`config.mk`:
```
export PLATFORM = sky130hd
export DESIGN_NAME = multicycle_control_flat
export DESIGN_NICKNAME = d
export VERILOG_FILES = /design/src/rtl/multicycle_control_if.sv /design/src/rtl/multicycle_control.sv /design/src/flat_wrapper.sv
export SDC_FILE = /design/constraint.sdc
export NUM_CORES = 1
export LEC_CHECK = 0
export BUFFER_PORTS_ARGS = -buffer_cell sky130_fd_sc_hd__buf_4
export CORE_AREA = 2 2 52 103
export CTS_CLUSTER_DIAMETER = 40
export DETAILED_ROUTE_END_ITERATION = 8
export DIE_AREA = 0 0 54 105
export PLACE_DENSITY = 0.83
export SYNTH_ARGS = -nofsm -noshare
export SYNTH_HDL_FRONTEND = slang
export SYNTH_SLANG_ARGS = --single-unit
```
`constraint.sdc`:
```
create_clock -name clk -period 6.3 [get_ports clk]
set_input_delay 1.26 -clock clk [delete_from_list [all_inputs] [get_ports clk]]
set_output_delay 1.26 -clock clk [all_outputs]
set_load 0.05 [all_outputs]
```
`src/rtl/multicycle_control_if.sv`:
```
// multicycle_control_if: control bus between the multicycle controller and its datapath
interface multicycle_control_if;
  logic [5:0] opcode;
  logic [5:0] funct;
  logic       zero;
  logic       mem_ready;
  logic       iord;
  logic       mem_read;
  logic       mem_write;
  logic       ir_write;
  logic       pc_en;
  logic [1:0] pc_src;
  logic       reg_write;
  logic       reg_dst;
  logic       mem_to_reg;
  logic [1:0] alu_src_a;
  logic [1:0] alu_src_b;
  logic       ext_sel;
  logic [3:0] alu_op;
  modport master (
    input  opcode, funct, zero, mem_ready,
    output iord, mem_read, mem_write, ir_write, pc_en, pc_src, reg_write, reg_dst,
           mem_to_reg, alu_src_a, alu_src_b, ext_sel, alu_op
  );
  modport slave (
    output opcode, funct, zero, mem_ready,
    input  iord, mem_read, mem_write, ir_write, pc_en, pc_src, reg_write, reg_dst,
           mem_to_reg, alu_src_a, alu_src_b, ext_sel, alu_op
  );
endinterface

```
`src/rtl/multicycle_control.sv`:
```
// multicycle_control: Moore FSM sequencing a shared-memory multicycle MIPS datapath
module multicycle_control #(
  parameter int CNT_W       = 32,
  parameter int MEM_TIMEOUT = 16
) (
  input  logic                clk,
  input  logic                reset,
  multicycle_control_if.master bus,
  output logic [3:0]          state,
  output logic                halted,
  output logic [1:0]          err_code,
  output logic [CNT_W-1:0]    instr_count
);
  localparam logic [3:0] S_FETCH  = 4'd0,  S_DECODE = 4'd1, S_MEMADR = 4'd2,  S_MEMRD  = 4'd3,
                         S_MEMWB  = 4'd4,  S_MEMWR  = 4'd5, S_EXEC_R = 4'd6,  S_EXEC_I = 4'd7,
                         S_ALUWB  = 4'd8,  S_BRANCH = 4'd9, S_JUMP   = 4'd10, S_HALT   = 4'd11;
  localparam logic [5:0] OP_R = 6'h00, OP_J = 6'h02, OP_BEQ = 6'h04, OP_ADDI = 6'h08,
                         OP_ANDI = 6'h0C, OP_ORI = 6'h0D, OP_LW = 6'h23, OP_SW = 6'h2B;
  localparam logic [5:0] F_SLL = 6'h00, F_ADD = 6'h20, F_SUB = 6'h22, F_AND = 6'h24,
                         F_OR = 6'h25, F_SLT = 6'h2A;
  localparam logic [3:0] A_AND = 4'b0000, A_OR = 4'b0001, A_ADD = 4'b0010, A_SUB = 4'b0110,
                         A_SLT = 4'b0111, A_SLL = 4'b1000;
  localparam int WT_W = $clog2(MEM_TIMEOUT + 2);
  localparam logic [WT_W-1:0] WT_LAST = WT_W'(MEM_TIMEOUT > 0 ? MEM_TIMEOUT - 1 : 0);

  logic [3:0]       state_d, state_q;
  logic [WT_W-1:0]  wait_d, wait_q;
  logic [CNT_W-1:0] cnt_d, cnt_q;
  logic             halted_d, halted_q;
  logic [1:0]       err_d, err_q;
  logic             r_ok, mem_wait, timeout, retire, pc_write, branch;
  logic [3:0]       r_op;

  always_comb begin
    r_ok = bus.funct inside {F_SLL, F_ADD, F_SUB, F_AND, F_OR, F_SLT};
    r_op = bus.funct == F_ADD ? A_ADD : bus.funct == F_SUB ? A_SUB :
           bus.funct == F_OR  ? A_OR  : bus.funct == F_SLT ? A_SLT :
           bus.funct == F_SLL ? A_SLL : A_AND;
    mem_wait = (state_q == S_FETCH || state_q == S_MEMRD || state_q == S_MEMWR) && !bus.mem_ready;
    timeout  = MEM_TIMEOUT != 0 && mem_wait && wait_q == WT_LAST;
    state_d  = state_q;
    case (state_q)
      S_FETCH:  state_d = bus.mem_ready ? S_DECODE : S_FETCH;
      S_DECODE: state_d = bus.opcode == OP_R ? S_EXEC_R :
                          bus.opcode inside {OP_ADDI, OP_ANDI, OP_ORI} ? S_EXEC_I :
                          bus.opcode inside {OP_LW, OP_SW} ? S_MEMADR :
                          bus.opcode == OP_BEQ ? S_BRANCH :
                          bus.opcode == OP_J ? S_JUMP : S_HALT;
      S_MEMADR: state_d = bus.opcode == OP_LW ? S_MEMRD : S_MEMWR;
      S_MEMRD:  state_d = bus.mem_ready ? S_MEMWB : S_MEMRD;
      S_MEMWR:  state_d = bus.mem_ready ? S_FETCH : S_MEMWR;
      S_EXEC_R: state_d = r_ok ? S_ALUWB : S_HALT;
      S_EXEC_I: state_d = S_ALUWB;
      S_MEMWB, S_ALUWB, S_BRANCH, S_JUMP: state_d = S_FETCH;
      default:  state_d = S_HALT;
    endcase
    if (timeout) state_d = S_HALT;
    retire   = state_d == S_FETCH && state_q inside {S_MEMWB, S_MEMWR, S_ALUWB, S_BRANCH, S_JUMP};
    cnt_d    = cnt_q + CNT_W'(retire);
    halted_d = halted_q | (state_d == S_HALT);
    err_d    = state_d == S_HALT && state_q != S_HALT ? (timeout ? 2'b10 : 2'b01) : err_q;
    // any state change restarts the watchdog, so it always measures the current access alone
    wait_d   = state_d != state_q ? '0 : mem_wait ? wait_q + WT_W'(1) : wait_q;
  end

  always_comb begin
    bus.iord       = 1'b0;
    bus.mem_read   = 1'b0;
    bus.mem_write  = 1'b0;
    bus.ir_write   = 1'b0;
    bus.pc_src     = 2'b00;
    bus.reg_write  = 1'b0;
    bus.reg_dst    = 1'b0;
    bus.mem_to_reg = 1'b0;
    bus.alu_src_a  = 2'b00;
    bus.alu_src_b  = 2'b00;
    bus.ext_sel    = 1'b0;
    bus.alu_op     = A_AND;
    pc_write       = 1'b0;
    branch         = 1'b0;
    if (!reset) begin
      case (state_q)
        S_FETCH: begin
          bus.mem_read  = 1'b1;
          bus.alu_src_b = 2'b01;
          bus.alu_op    = A_ADD;
          bus.ir_write  = bus.mem_ready;
          pc_write      = bus.mem_ready;
        end
        S_DECODE: begin
          bus.alu_src_b = 2'b11;
          bus.ext_sel   = 1'b1;
          bus.alu_op    = A_ADD;
        end
        S_MEMADR: begin
          bus.alu_src_a = 2'b01;
          bus.alu_src_b = 2'b10;
          bus.ext_sel   = 1'b1;
          bus.alu_op    = A_ADD;
        end
        S_MEMRD: begin
          bus.iord     = 1'b1;
          bus.mem_read = 1'b1;
        end
        S_MEMWB: begin
          bus.reg_write  = 1'b1;
          bus.mem_to_reg = 1'b1;
        end
        S_MEMWR: begin
          bus.iord      = 1'b1;
          bus.mem_write = 1'b1;
        end
        S_EXEC_R: begin
          bus.alu_src_a = bus.funct == F_SLL ? 2'b10 : 2'b01;
          bus.alu_op    = r_op;
        end
        S_EXEC_I: begin
          bus.alu_src_a = 2'b01;
          bus.alu_src_b = 2'b10;
          bus.ext_sel   = bus.opcode == OP_ADDI;
          bus.alu_op    = bus.opcode == OP_ADDI ? A_ADD : bus.opcode == OP_ANDI ? A_AND : A_OR;
        end
        S_ALUWB: begin
          bus.reg_write = 1'b1;
          bus.reg_dst   = bus.opcode == OP_R;
        end
        S_BRANCH: begin
          bus.alu_src_a = 2'b01;
          bus.alu_op    = A_SUB;
          bus.pc_src    = 2'b01;
          branch        = 1'b1;
        end
        S_JUMP: begin
          bus.pc_src = 2'b10;
          pc_write   = 1'b1;
        end
        default: ;
      endcase
    end
    bus.pc_en = pc_write | (branch & bus.zero);
  end

  always_ff @(posedge clk) begin
    if (reset) begin
      state_q  <= S_FETCH;
      wait_q   <= '0;
      cnt_q    <= '0;
      halted_q <= 1'b0;
      err_q    <= 2'b00;
    end else begin
      state_q  <= state_d;
      wait_q   <= wait_d;
      cnt_q    <= cnt_d;
      halted_q <= halted_d;
      err_q    <= err_d;
    end
  end

  assign state       = state_q;
  assign halted      = halted_q;
  assign err_code    = err_q;
  assign instr_count = cnt_q;
endmodule
```
`src/flat_wrapper.sv`:
```
// flat-port wrapper written by rule: the top's interface ports become plain ports
module multicycle_control_flat 
#(
  parameter int CNT_W       = 32,
  parameter int MEM_TIMEOUT = 16
)
  (clk, reset, state, halted, err_code, instr_count, bus_opcode, bus_funct, bus_zero, bus_mem_ready, bus_iord, bus_mem_read, bus_mem_write, bus_ir_write, bus_pc_en, bus_pc_src, bus_reg_write, bus_reg_dst, bus_mem_to_reg, bus_alu_src_a, bus_alu_src_b, bus_ext_sel, bus_alu_op);
  multicycle_control_if bus_i ();
  input  logic clk;
  input  logic reset;
  output logic [3:0] state;
  output logic halted;
  output logic [1:0] err_code;
  output logic [CNT_W-1:0] instr_count;
  input wire logic [$bits(bus_i.opcode)-1:0] bus_opcode;
  input wire logic [$bits(bus_i.funct)-1:0] bus_funct;
  input wire logic [$bits(bus_i.zero)-1:0] bus_zero;
  input wire logic [$bits(bus_i.mem_ready)-1:0] bus_mem_ready;
  output wire logic [$bits(bus_i.iord)-1:0] bus_iord;
  output wire logic [$bits(bus_i.mem_read)-1:0] bus_mem_read;
  output wire logic [$bits(bus_i.mem_write)-1:0] bus_mem_write;
  output wire logic [$bits(bus_i.ir_write)-1:0] bus_ir_write;
  output wire logic [$bits(bus_i.pc_en)-1:0] bus_pc_en;
  output wire logic [$bits(bus_i.pc_src)-1:0] bus_pc_src;
  output wire logic [$bits(bus_i.reg_write)-1:0] bus_reg_write;
  output wire logic [$bits(bus_i.reg_dst)-1:0] bus_reg_dst;
  output wire logic [$bits(bus_i.mem_to_reg)-1:0] bus_mem_to_reg;
  output wire logic [$bits(bus_i.alu_src_a)-1:0] bus_alu_src_a;
  output wire logic [$bits(bus_i.alu_src_b)-1:0] bus_alu_src_b;
  output wire logic [$bits(bus_i.ext_sel)-1:0] bus_ext_sel;
  output wire logic [$bits(bus_i.alu_op)-1:0] bus_alu_op;
  assign bus_i.opcode = bus_opcode;
  assign bus_i.funct = bus_funct;
  assign bus_i.zero = bus_zero;
  assign bus_i.mem_ready = bus_mem_ready;
  assign bus_iord = bus_i.iord;
  assign bus_mem_read = bus_i.mem_read;
  assign bus_mem_write = bus_i.mem_write;
  assign bus_ir_write = bus_i.ir_write;
  assign bus_pc_en = bus_i.pc_en;
  assign bus_pc_src = bus_i.pc_src;
  assign bus_reg_write = bus_i.reg_write;
  assign bus_reg_dst = bus_i.reg_dst;
  assign bus_mem_to_reg = bus_i.mem_to_reg;
  assign bus_alu_src_a = bus_i.alu_src_a;
  assign bus_alu_src_b = bus_i.alu_src_b;
  assign bus_ext_sel = bus_i.ext_sel;
  assign bus_alu_op = bus_i.alu_op;
  multicycle_control #(.CNT_W(CNT_W), .MEM_TIMEOUT(MEM_TIMEOUT)) u_core (.clk(clk), .reset(reset), .bus(bus_i), .state(state), .halted(halted), .err_code(err_code), .instr_count(instr_count));
endmodule
```
==> results of run 1 <==
==> power breakdown <==
group,internal (W),total [W],switching [W]
registers,0.000301,0.000363,0.0000625
logic,0.000189,0.000577,0.000389
clock network,0.0000754,0.000167,0.0000919
total,0.000565,0.00111,0.000543
==> how the worst max path moves through the flow <==
stage                       start                      to  slack (ns)  cells after the start
floorplan                   reset             bus_ext_sel        1.38                      5
global placement    bus_opcode[2]  u_core.instr_count[30]        2.34                     13
detailed placement  bus_opcode[2]  u_core.instr_count[28]        2.20                     13
CTS                         reset             bus_ext_sel        2.38                      6
global route                reset             bus_ext_sel        2.26                      6
finish                      reset             bus_ext_sel        2.31                      6
==> per-layer routing <==
layer,vias to the layer above,track usage
met5,-,0
met4,0,0.2000
met3,33,0.04571
met2,101,0.5078
met1,1298,0.2300
li1,1320,-
==> registers in the layout (all words and copies together), names as in the netlist <==
register,flops
u_core.err_code,2
u_core.halted,1
u_core.instr_count,32
u_core.state,4
u_core.wait_q,5
==> cell usage in the layout, fill, tap and decap left out, drive strengths merged, types with 8 or more instances in the layout <==
cell type  count
xor2          25
inv           10
and3           9
nand2b         8
nor3          14
nand2         23
nand3         15
nor2          54
nor4           8
a21oi         14
o21ai          8
nand4         12
dfxtp         44
buf           74
==> cells by family after synthesis <==
logic type / share of synthesized area
AO/OA/AOI/OAI: 0.1378
XOR/XNOR: 0.1038
adder cells (fa/ha/maj): 0.01862
buffers and inverters: 0.04469
flip-flops: 0.3277
multiplexers: 0.007914
AND/OR/NAND/NOR: 0.3594
==> layout make-up <==
cell class | instances | share of cell area
clock buffers | 6 | 0.02193
inverters | 10 | 0.01134
flip-flops and latches | 44 | 0.2662
multi-input cells | 265 | 0.5096
repair buffers | 74 | 0.1679
clock inverters | 1 | 0.001512
well taps | 57 | 0.02155
==> worst min-delay path, cell delays in order (launching register included) <==
cell and delay, ns:
dfxtp_1 0.32, inv_1 0.05, a21oi_1 0.05
==> through the flow <==
step / hold slack, ns / utilization / area [µm²] / total power (W)
after floorplan: 0.4867 / - / 2688 / 0.0007890
after global placement: 0.4366 / 0.6644 / 3232 / 0.0009337
after detailed placement: 0.4483 / 0.6644 / 3232 / 0.0009360
after CTS: 0.4604 / 0.6803 / 3309 / 0.001104
after global routing: 0.4864 / 0.6803 / 3309 / 0.001161
final: 0.4579 / 0.6803 / 3309 / 0.001108
==> results_dict.tcl, run 1 <==
set metrics [dict create \
    cts_htree_levels 2 \
    cts_buffers 5 \
    met1_length_mm 2.502 \
    dieArea_um2 5670 \
    seqCellArea_um2 880.8 \
    vias 2752 \
    cp.required_ns 5.04 \
    synth_edf_count 0 \
    crit_path_start_kind "primary input" \
    cp_slowest_stage_delay_ns 0.37 \
    worstReg2RegEnd "u_core.instr_count[28]" \
    synthTopCellsByArea "dfxtp_1 (33%), xor2_1 (7.8%), nor2_1 (7.5%)" \
    fin_cells 457 \
    rr_worst_depth 15 \
    ios 74 \
    ys_ff_latch 44 \
    fmax_ghz 0.2504 \
    p_leak_nw 1.358 \
    drt-initial-drc-count 83 \
    nNetsFinal 420 \
    synth_top_area_frac 0.3277 \
    hold_class "reg2reg" \
    worst_slack_ns 2.306 \
    tns_ns 0 \
    synthesis.nets 354 \
    dr.max_layer_used "met4" \
    grt_overflow 0 \
    postCtsHoldBufs 0 \
    grt_pass1_wl_mm 11.54 \
    yosys-top-cells-count "nor2_1 (54), dfxtp_1 (44), xor2_1 (24)" \
    clockBufferDepth 2 \
    drtAntennaViolNets 0 \
    dp.cells 450 \
    clk_pin_slew_worst_paths_ns 0.08 \
    synth_area_per_cell_um2 8.047 \
    min_from "u_core.err_code[0]" \
    whs_endpoint "u_core.err_code[0]" \
    min_path_cells 2 \
    arrival_ns 2.73 \
    area_growth_syn_to_layout_pct 23.14 \
    powerDensity_nw_per_um2 334.8 \
    cts_resized 0 \
    cp_top_family "buffers and inverters" \
    yosysWarnings 0 \
    wl_met2_mm 4.116 \
    via_per_inst 6.022 \
    post_cts_buffers 0 \
    die_w_um 54 \
    setup_viol 0 \
    met3WireLength_um 349 \
    clockRootBuffer "clkbuf_8" \
    drc 0 \
    port_buffers 73 \
    gp_congestion 0.9410 \
    timing.critical_path.buf_inv 3 \
    min_period_ns 3.994 \
    wl_per_cell_um 16.21 \
    cp_max_fo 43 \
    seq_area_frac_synth 0.3277 \
    worst_clock_skew_ns 0.008033 \
    drive_above_1_share 0.2500 \
    path_cells "buf_4 -> nor2_1 -> inv_1 -> a211oi_1 -> nor2b_1 -> buf_4" \
    yosysMostFrequentCell "nor2_1" \
    grt_max_degree 44 \
    cp_slowest_cell "nor2_1" \
    ys.flop_type "dfxtp_1" \
    timing_hold_violations_final 0 \
    grt_pass1_vias 2615 \
    vdd_drop_max_v 0.0002479 \
    antenna_found_initial 0 \
    r2r-start "u_core.wait_q[0]" \
    nFillCells 425 \
    syn_inst 334 \
    worst-setup-path-type "in2out" \
    core_area_um2 4865 \
    wl_mm 7.406 \
    syn_area_um2 2688 \
    fin_crit_sh 0.6340 \
    run_status "finished clean" \
    synth_area_leader_cell "dfxtp_1" \
    num_rows 36 \
    ys_async_sr_fraction 0 \
    crit_path_frequent_cell "buf_4" \
    cap_violations 0 \
    dpl.hpwl_mm 5.750 \
    dpl_worst_slack_ns 2.196 \
    end_kind "primary output" \
    cts.sinks 44 \
    rsz0062_at_grt "false" \
    initial_core_util 0.5525 \
    drv_slew 0 \
    dr.pass1.iters 5 \
    tightest_slew_ns 0.8941 \
    ff2ff_setup_slack_ns 2.67 \
    dieHeight_um 105 \
    tritoncts "built" \
    grt_use_total 0.2722 \
    max_slew_margin 0.4031 \
    clk_latency_ns 0.30 \
    insertedDiodeCount 0 \
    post_synth_num_cell_types 63 \
    multi_input_area_um2 1687 \
]
(Power assumes the default switching activity.)
==> run 2: changes to the inputs <==
--- a/config.mk
+++ b/config.mk
@@ -5,12 +5,13 @@
 export SDC_FILE = /design/constraint.sdc
 export NUM_CORES = 1
 export LEC_CHECK = 0
+export ABC_AREA = 1
 export BUFFER_PORTS_ARGS = -buffer_cell sky130_fd_sc_hd__buf_4
-export CORE_AREA = 2 2 52 103
+export CORE_AREA = 2 2 55 109
 export CTS_CLUSTER_DIAMETER = 40
 export DETAILED_ROUTE_END_ITERATION = 8
-export DIE_AREA = 0 0 54 105
-export PLACE_DENSITY = 0.83
+export DIE_AREA = 0 0 57 111
+export PLACE_DENSITY = 0.78
 export SYNTH_ARGS = -nofsm -noshare
 export SYNTH_HDL_FRONTEND = slang
 export SYNTH_SLANG_ARGS = --single-unit
==> constraint.sdc (replaced) <==
create_clock -name clk -period 4.2 [get_ports clk]
set_input_delay 0.84 -clock clk [delete_from_list [all_inputs] [get_ports clk]]
set_output_delay 0.84 -clock clk [all_outputs]
set_load 0.05 [all_outputs]
==> results_dict.tcl, run 2 <==
set metrics [dict create \
    min_period_ns 3.338 \
    wl_per_cell_um 11.46 \
    yosysWarnings 0 \
    grt_pass1_vias 2618 \
    layout.cells.most_common_list "nand2_1 (87), nor2_1 (77), buf_4 (73), inv_1 (61), dfxtp_1 (44)" \
    cp_max_fo 5 \
    grt_max_degree 41 \
    crit_path_start_kind "primary input" \
    post_cts_buffers 0 \
    dpl.hpwl_mm 4.997 \
    antenna_found_initial 0 \
    design_area_um2 3581 \
    vdd_drop_max_v 0.0004985 \
    largest_reg_flops 32 \
    cp_slowest_cell "ha_1" \
    postCtsHoldBufs 0 \
    final_common_cell "nand2_1" \
    vias 2947 \
    syn_area_um2 2813 \
    cp.required_ns 4.37 \
    ios 74 \
    cap_violations 0 \
    ys_ff_latch 44 \
    post_synth_num_cell_types 41 \
    dr.pass1.iters 4 \
    min_path_cells 2 \
    grt_pass1_wl_mm 11.36 \
    cts_buffers 5 \
    timing_hold_violations_final 0 \
    grt_use_total 0.2137 \
    synth_top_area_frac 0.3132 \
    arrival_ns 3.51 \
    end_kind "flop" \
    port_buffers 73 \
    max_slew_margin 0.5564 \
    cts_htree_levels 2 \
    holdWs_ns 0.4588 \
    synth_edf_count 0 \
    drtAntennaViolNets 0 \
    rsz0062_at_grt "false" \
    initial_core_util 0.5056 \
    synth_area_per_cell_um2 6.349 \
    ys.flop_type "dfxtp_1" \
    tightest_slew_ns 0.6646 \
    cp_num_cells 25 \
    timing.critical_path.buf_inv 4 \
    area_growth_syn_to_layout_pct 27.31 \
    worst_slack_ns 0.8616 \
    ys_async_sr_fraction 0 \
    grt_overflow 0 \
    insertedDiodeCount 0 \
    clockRootBuffer "clkbuf_16" \
    die_w_um 57 \
    tritoncts "built" \
    via_per_inst 5.090 \
    worst-setup-path-type "in2reg" \
    worst_clock_skew_ns 0.008862 \
    power_w 0.001594 \
    synth_area_leader_cell "dfxtp_1" \
    dieHeight_um 111 \
    powerDensity_nw_per_um2 445.1 \
    cp_slowest_stage_delay_ns 0.20 \
    drc 0 \
    syn_inst 443 \
    cp_top_family "simple AND/OR/NAND/NOR gates" \
    num_rows 39 \
    cts_resized 0 \
    clk_latency_ns 0.29 \
    run_status "finished clean" \
    setup_viol 0 \
    dpl_worst_slack_ns 0.6201 \
    synthesis.nets 463 \
    fin_crit_sh 0.7949 \
    placed_area_um2 3413 \
    crit_path_frequent_cell "nor2_1" \
    gp_congestion 0.9076 \
    wl_mm 6.634 \
    drv_slew 0 \
    clockBufferDepth 2 \
    yosys-top-cells-count "nand2_1 (87), nor2_1 (77), inv_1 (61)" \
    clk_pin_slew_worst_paths_ns 0.06 \
    nFillCells 546 \
    hold_class "reg2reg" \
    seq_area_frac_synth 0.3132 \
    synthTopCellsByArea "dfxtp_1 (31%), nand2_1 (12%), nor2_1 (10%)" \
    fmax_ghz 0.2995 \
    tns_ns 0 \
    drt-initial-drc-count 111 \
    rr_worst_depth 23 \
    nNetsFinal 537 \
    dieArea_um2 6327 \
    yosysMostFrequentCell "nand2_1" \
    p_leak_nw 1.568 \
    cts.sinks 44 \
    drive_above_1_share 0.2471 \
    core_area_um2 5563 \
]
run 2: cell count changes after synthesis, sizes merged, moves of 16 or more:
cell,before,now
inv,10,66
nand2,23,96
nor2,54,92
xor2,25,4
a21oi,14,36
nand3,15,31
run 2: final timing paths:
path | from | endpoint | slack (ns)
setup / recovery | bus_opcode[1] | u_core.instr_count[20] | 0.86
hold / removal | u_core.err_code[0] | u_core.err_code[0] | 0.46
hold reg to reg | u_core.err_code[0] | u_core.err_code[0] | 0.46
setup reg to reg | u_core.state[1] | u_core.instr_count[20] | 1.04
run 2: per-stage QoR:
stage,std cells,util
after floorplan,443,-
after global placement,571,0.6136
after detailed placement,571,0.6136
after CTS,579,0.6437
after global routing,579,0.6437
final,579,0.6437
run 2: final cells by class:
type | instances | area (µm²) | share of cell area
clock buffers | 5 | 125.1 | 0.03494
clock inverters | 3 | 42.54 | 0.01188
inverters | 68 | 257.7 | 0.07198
multi-input cells | 325 | 1650 | 0.4609
flip-flops and latches | 44 | 880.8 | 0.2460
well taps | 61 | 76.32 | 0.02131
repair buffers | 73 | 548.0 | 0.1530
run 2: cells by family after synthesis:
kind of cell | count (synthesis) | share of synthesized area
xor gates and xnor gates | 5 | 0.01824
and+or+nand+nor | 255 | 0.4310
buffers and inverters | 74 | 0.1001
AOI/OAI and AO/OA | 60 | 0.1157
adders and majority gates | 4 | 0.01779
DFF | 44 | 0.3132
muxes | 1 | 0.004003
run 2: power by group:
group	internal [W]	leakage, nW	switching [W]
sequential	0.000442	0.355	0.0000391
clock	0.000279	0.0798	0.000160
combinational	0.000209	1.13	0.000465
run 2: worst reg2reg max path, cell delays in order (launching register included):
cell and delay, ns:
dfxtp_1 0.52, inv_1 0.14, nand2_1 0.18, nor2_4 0.07, nand2_2 0.08, nor2_1 0.05
nor2_1 0.11, nand2_2 0.09, inv_1 0.08, nand2_1 0.04, a21oi_1 0.11, ha_1 0.20
ha_1 0.17, nand2_1 0.09, nor2_2 0.16, nand2_1 0.10, nor2_2 0.11, inv_2 0.07
nor2_2 0.09, nand3_1 0.10, nor2_2 0.12, nand3_1 0.11, o21ai_0 0.18, nor2_1 0.06
run 2: metal layers:
metal | wire (µm) | track usage | up-vias
met3 | 393 | 0.03151 | 6
met1 | 3101 | 0.2951 | 1285
met2 | 3076 | 0.3433 | 94
met5 | 0 | 0 | -
met4 | 63 | 0.05891 | 0
li1 | - | - | 1562
